===== src/rtl/alu_muldiv_seq.sv =====
// Iterative RISC-V M-extension multiply/divide unit.
// One bit per cycle (shift-add multiply, restoring divide) with fixed latency:
// out_valid rises WIDTH+1 edges after the accept edge, regardless of operands.
//
// state | meaning
// IDLE  | waiting for operands, in_ready=1
// CALC  | WIDTH iterations of shift-add / restoring divide
// FIX   | sign correction and result selection
// DONE  | result presented, held until out_ready

module alu_muldiv_seq #(
  parameter int WIDTH = 32
) (
  input  logic             clk,
  input  logic             rst_n,
  input  logic             in_valid,
  output logic             in_ready,
  input  logic [WIDTH-1:0] X,
  input  logic [WIDTH-1:0] Y,
  input  logic [2:0]       S,
  input  logic             flush,
  output logic             out_valid,
  input  logic             out_ready,
  output logic [WIDTH-1:0] result,
  output logic             div_zero,
  output logic             busy
);

  localparam int CNT_W = $clog2(WIDTH) + 1;
  localparam logic [CNT_W-1:0] LAST_ITER = CNT_W'(WIDTH - 1);

  typedef enum logic [1:0] {IDLE, CALC, FIX, DONE} state_t;

  state_t state_q, state_d;

  logic [CNT_W-1:0]   cnt;
  logic [2:0]         op_q;
  logic [WIDTH-1:0]   x_q;
  logic [WIDTH-1:0]   a_mag;
  logic [WIDTH-1:0]   b_mag;
  logic [2*WIDTH-1:0] prod;
  logic [WIDTH-1:0]   rem;
  logic [WIDTH-1:0]   quo;
  logic               neg_q;
  logic               neg_r;
  logic               dz_q;

  logic               accept;
  logic               x_sgn, y_sgn, x_neg, y_neg;
  logic [WIDTH-1:0]   x_mag_in, y_mag_in;
  logic [WIDTH:0]     mul_sum;
  logic [WIDTH:0]     div_shift;
  logic [WIDTH:0]     div_diff;
  logic [2*WIDTH-1:0] prod_fix;
  logic [WIDTH-1:0]   quo_fix;
  logic [WIDTH-1:0]   rem_fix;
  logic [WIDTH-1:0]   res_sel;

  assign accept    = (state_q == IDLE) && in_valid && !flush;
  assign in_ready  = (state_q == IDLE);
  assign out_valid = (state_q == DONE);
  assign busy      = (state_q != IDLE);

  // State register
  always_ff @(posedge clk or negedge rst_n) begin
    if (!rst_n) state_q <= IDLE;
    else        state_q <= state_d;
  end

  // Next-state logic; flush wins over every other transition
  always_comb begin
    state_d = state_q;
    case (state_q)
      IDLE: if (in_valid) state_d = CALC;
      CALC: if (cnt == LAST_ITER) state_d = FIX;
      FIX:  state_d = DONE;
      DONE: if (out_ready) state_d = IDLE;
      default: state_d = IDLE;
    endcase
    if (flush) state_d = IDLE;
  end

  // Operand signedness and magnitudes at accept; S[2] selects divide,
  // MULHSU treats Y as unsigned, DIVU/REMU have S[0] set
  always_comb begin
    x_sgn    = S[2] ? !S[0] : (S[1:0] == 2'b01 || S[1:0] == 2'b10);
    y_sgn    = S[2] ? !S[0] : (S[1:0] == 2'b01);
    x_neg    = x_sgn && X[WIDTH-1];
    y_neg    = y_sgn && Y[WIDTH-1];
    x_mag_in = x_neg ? (~X + 1'b1) : X;
    y_mag_in = y_neg ? (~Y + 1'b1) : Y;
  end

  // One iteration of each algorithm, plus the sign-corrected final values
  always_comb begin
    mul_sum   = {1'b0, prod[2*WIDTH-1:WIDTH]} + (prod[0] ? {1'b0, a_mag} : '0);
    div_shift = {rem, quo[WIDTH-1]};
    div_diff  = div_shift - {1'b0, b_mag};
    prod_fix  = neg_q ? (~prod + 1'b1) : prod;
    quo_fix   = neg_q ? (~quo + 1'b1) : quo;
    rem_fix   = neg_r ? (~rem + 1'b1) : rem;
    if (!op_q[2])
      res_sel = (op_q[1:0] == 2'b00) ? prod_fix[WIDTH-1:0] : prod_fix[2*WIDTH-1:WIDTH];
    else if (dz_q)
      res_sel = op_q[1] ? x_q : '1;
    else
      res_sel = op_q[1] ? rem_fix : quo_fix;
  end

  // Datapath: operand capture, iteration, result write-back
  always_ff @(posedge clk or negedge rst_n) begin
    if (!rst_n) begin
      cnt      <= '0;
      op_q     <= '0;
      x_q      <= '0;
      a_mag    <= '0;
      b_mag    <= '0;
      prod     <= '0;
      rem      <= '0;
      quo      <= '0;
      neg_q    <= 1'b0;
      neg_r    <= 1'b0;
      dz_q     <= 1'b0;
      result   <= '0;
      div_zero <= 1'b0;
    end else begin
      if (accept) begin
        cnt   <= '0;
        op_q  <= S;
        x_q   <= X;
        a_mag <= x_mag_in;
        b_mag <= y_mag_in;
        prod  <= {{WIDTH{1'b0}}, y_mag_in};
        rem   <= '0;
        quo   <= x_mag_in;
        neg_q <= x_neg ^ y_neg;
        neg_r <= x_neg;
        dz_q  <= S[2] && (Y == '0);
      end else if (state_q == CALC && !flush) begin
        cnt <= cnt + 1'b1;
        if (op_q[2]) begin
          if (!div_diff[WIDTH]) begin
            rem <= div_diff[WIDTH-1:0];
            quo <= {quo[WIDTH-2:0], 1'b1};
          end else begin
            rem <= div_shift[WIDTH-1:0];
            quo <= {quo[WIDTH-2:0], 1'b0};
          end
        end else begin
          prod <= {mul_sum, prod[WIDTH-1:1]};
        end
      end else if (state_q == FIX && !flush) begin
        result   <= res_sel;
        div_zero <= dz_q;
      end
    end
  end

endmodule


===== config.mk =====
export PLATFORM = sky130hd
export DESIGN_NAME = alu_muldiv_seq
export DESIGN_NICKNAME = d
export VERILOG_FILES = /design/src/rtl/alu_muldiv_seq.sv
export SDC_FILE = /design/constraint.sdc
export NUM_CORES = 1
export LEC_CHECK = 0
export CAP_MARGIN = 25
export CORE_MARGIN = 4
export CORE_UTILIZATION = 24
export DETAILED_ROUTE_END_ITERATION = 7
export SLEW_MARGIN = 5
export SYNTH_ARGS = -nofsm -noshare
export SYNTH_HDL_FRONTEND = slang
export SYNTH_SLANG_ARGS = --single-unit

===== constraint.sdc =====
create_clock -name clk -period 4.45 [get_ports clk]
set_input_delay 0.445 -clock clk [delete_from_list [all_inputs] [get_ports clk]]
set_output_delay 0.445 -clock clk [all_outputs]
set_load 0.02 [all_outputs]

==> impl_metrics.csv <==
group,metric,value,unit
logic_synthesis,synth_top_cells_by_area,"dfrtp_1, nand2_1, o21ai_0, a21oi_1, xnor2_1",
clocking,cts.sinks,270,
detailed_routing,drt-initial-drc-count,1613,
detailed_routing,drtPass1Iterations,5,
detailed_routing,wl_per_cell,20.39,um
critical_path,slowest_stage,"dfrtp_1",
sta,setup_tns,0,ns
detailed_routing,ant_nets,0,
detailed_routing,wl_met3,7975,um
clocking,clk_pin_slew,0.06,ns
logic_synthesis,synth.top_cell.area_share,34.92,%
status,status,"finished clean",
cells_and_area,synthToLayoutAreaGrowth,17.67,%
place,port_buffers,107,
logic_synthesis,yosys.cell_types.count,75,
global_routing,grt_overflow,0,
critical_path,crit_fanout,14,
pwr,peakVddDrop,252.3,uV
logic_synthesis,synth_cells,2388,
detailed_routing,wl_met1,30380,um
detailed_routing,routed-wl-met2,31210,um
clocking,tritoncts,"yes",
sta,worst_slew_pin_slew,1.159,ns
pwr,power.density,675.7,nW/um^2
clocking,clk_path_buf_depth,3,
cells_and_area,final_util,28.68,%
detailed_routing,top_layer,"met5",
place,dpl_cell_area,21570,sq um
critical_path,rr_endpoint,"prod[61]",
sta,period_minus_slack,3.880,ns
cells_and_area,fill_cells,8535,
place,dp_hpwl,55050,um
critical_path,r2r-start,"prod[0]",
critical_path,crit_path_end,"prod[61]",
floorplan,fp.dieH,291.9,um
clocking,cts_htree_levels,2,
detailed_routing,drt-total-wl,71680,um
hold_path,min_path_type,"flop to flop",
place,routabilityCongestion,0.9513,
floorplan,fp.dieArea,85230,sq um
sta,skew,0.02313,ns
critical_path,cp-end-kind,"flop",
logic_synthesis,ys_warn_count,0,
clocking,root_buffer,"clkbuf_16",
critical_path,worstPathArrival,4.31,ns
sta,rsz0062_at_grt,"no",
critical_path,reg2reg_slack,0.57,ns
clocking,cts_buffers,35,
clocking,cts_resized,0,
logic_synthesis,synthFlopType,"dfrtp_1",
critical_path,rr_worst_depth,13,
global_routing,grt_max_degree,97,
global_routing,antenna_found_initial,17,
logic_synthesis,yosysTopAreaCell,"dfrtp_1",
floorplan,core,79390,sq um
global_routing,grt_pass1_vias,17050,
flow_run,cap_violations,0,
logic_synthesis,yosysSeqAreaShare,34.92,%
sta,relSlewSlack,22.73,%
global_routing,grtUsageTotal,16.10,%
sta,whs,0.4800,ns
critical_path,start_kind,"flop",
floorplan,ios,108,
critical_path,cp_slowest_stage_delay,0.56,ns
logic_synthesis,netlist_area,19350,sq um
sta,max_freq,257.8,MHz
logic_synthesis,synth.avg_cell_area,8.103,sq um
cells_and_area,nets,2583,
sta,maxSlewViolCount,0,
logic_synthesis,ys_async_sr_fraction,100.0,%
logic_synthesis,ys_ff_latch,270,
cells_and_area,drive_above_1_share,4.967,%
logic_synthesis,synth_edf_count,0,
critical_path,cp.required,4.88,ns
detailed_routing,vias,18050,
global_routing,grt_pass1_wl,106900,um
floorplan,dieWidth,291.9,um
floorplan,row_count,103,
sta,finalHoldViolations,0,
pwr,power_leakage,9.777,nW
sta,min_period_over_period,87.18,%
logic_synthesis,syn_nets,2537,
detailed_routing,via_per_inst,5.133,
clocking,clock_latency,0.55,ns
critical_path,path_cells,"and2_1 -> ha_1 -> fa_1 -> a21o_1 -> a21oi_1 -> o21a_1 -> or3_1 -> a211o_1 -> a2111oi_0 -> buf_4 -> o2111ai_1 -> a21o_1 -> a32o_1",
clocking,postCtsSetupBuffers,0,
detailed_routing,drc,0,
clocking,hold_buffers,1,
critical_path,startpoint,"prod[0]",
pwr,total_power,15.38,mW
critical_path,crit_top_cell,"a21o_1",
critical_path,criticalPathCategory,"flop to flop",
cells_and_area,final_area,22770,sq um
floorplan,initial_core_util,24.37,%
sta,setup_violations,0,
[critical path: cells and delay by family (launching register included)]
family                     cells  cell delay, ns
and+or+nand+nor                2            0.61
DFF                            1            0.56
adders and majority gates      2            0.43
buffers and inverters          1            0.21
AOI/OAI and AO/OA              8            1.93
[final cells by class]
type	count	area [sq um]	share of cell area, %
Timing Repair Buffer	144	1439	6.320
Clock inverter	14	163.9	0.7199
Clock buffer	45	973.4	4.275
Multi-Input combinational cell	1918	11850	52.05
Antenna cell	10	25.02	0.1099
Sequential cell	270	6758	29.68
Tap cell	1050	1314	5.770
Inverter	65	244.0	1.072
[per-layer routing]
layer | global-route usage (%) | up-vias
met3 | 6.800 | 118
met4 | 4.442 | 6
met2 | 24.59 | 619
met5 | 0 | -
li1 | - | 8610
met1 | 20.87 | 8695
[worst min path at each step]
stage / slack [ns] / cells after the start / end / from
after floorplan: 0.15 / 0 / a_mag[10] / rst_n
after global placement: 0.46 / 2 / x_q[30] / x_q[30]
after detailed placement: 0.46 / 2 / x_q[2] / x_q[2]
after CTS: 0.48 / 2 / x_q[28] / x_q[28]
after global routing: 0.51 / 1 / a_mag[22] / a_mag[22]
final: 0.48 / 2 / x_q[2] / x_q[2]
[registers in the layout, indices dropped and copies added (netlist names)]
register / flops
rem: 32
cnt: 6
quo: 32
div_zero: 1
state_q: 2
neg_r: 1
op_q: 3
dz_q: 1
prod: 64
result: 32
b_mag: 32
neg_q: 1
x_q: 32
a_mag: 31
[cell usage after synthesis (all sizes together) (20+ instances only)]
cell / instances
nand3: 41
xnor2: 117
o31ai: 47
nand2: 395
nor3: 34
nor2: 142
o21a: 26
xor2: 110
a211oi: 20
nand2b: 20
dfrtp: 270
mux2i: 43
o21ai: 251
and2: 38
a21o: 31
a21oi: 207
ha: 75
clkbuf: 115
or3: 33
buf: 20
and3: 38
inv: 65
o41ai: 29
or4: 23
[where the power goes]
part	switching [mW]	internal [mW]
logic	4.63	2.90
registers	1.52	3.46
clock network	1.16	1.72
total	7.31	8.08
[logic make-up after synthesis]
group                      Yosys count  share of synthesized area [%]
DFF                                270                          34.92
AOI/OAI and AO/OA                  732                          23.31
buffers and inverters              200                          3.964
muxes                               43                          2.224
adders and majority gates           77                          5.057
xor gates and xnor gates           227                          10.27
and+or+nand+nor                    839                          20.25
[placed cells by master, fill, tap and decap left out, types with 8 or more instances in the layout]
cell type | synthesis | layout
nor3_1 | 34 | 34
ha_1 | 75 | 75
xor2_1 | 110 | 110
nand2_1 | 394 | 394
inv_1 | 65 | 65
mux2i_1 | 43 | 43
o21a_1 | 26 | 26
xnor2_1 | 117 | 117
a221oi_1 | 19 | 19
clkbuf_16 | 0 | 35
o211ai_1 | 11 | 11
buf_4 | 1 | 30
a31oi_1 | 8 | 8
diode_2 | 0 | 10
or3_1 | 32 | 32
or4_1 | 20 | 20
o21ai_0 | 248 | 248
a211oi_1 | 20 | 20
clkdlybuf4s50_1 | 0 | 106
and3_1 | 38 | 38
a21o_1 | 31 | 31
nand4_1 | 13 | 13
nand3_1 | 41 | 41
o41ai_1 | 28 | 28
o221ai_1 | 9 | 9
a21boi_0 | 8 | 8
nor2_1 | 142 | 138
and2_1 | 38 | 38
or2_2 | 12 | 12
nor2b_1 | 13 | 13
nand2b_1 | 20 | 20
o21bai_1 | 11 | 11
dfrtp_1 | 270 | 269
a21oi_1 | 207 | 207
nor4_1 | 16 | 16
o31ai_1 | 46 | 46
[stage by stage]
step	cells	setup WS [ns]
floorplan	2388	1.008
global placement	3445	0.7341
detailed placement	3445	0.6029
CTS	3505	0.5846
global route	3509	0.2979
finish	3516	0.5703
Power figures use the tool's default switching activity.
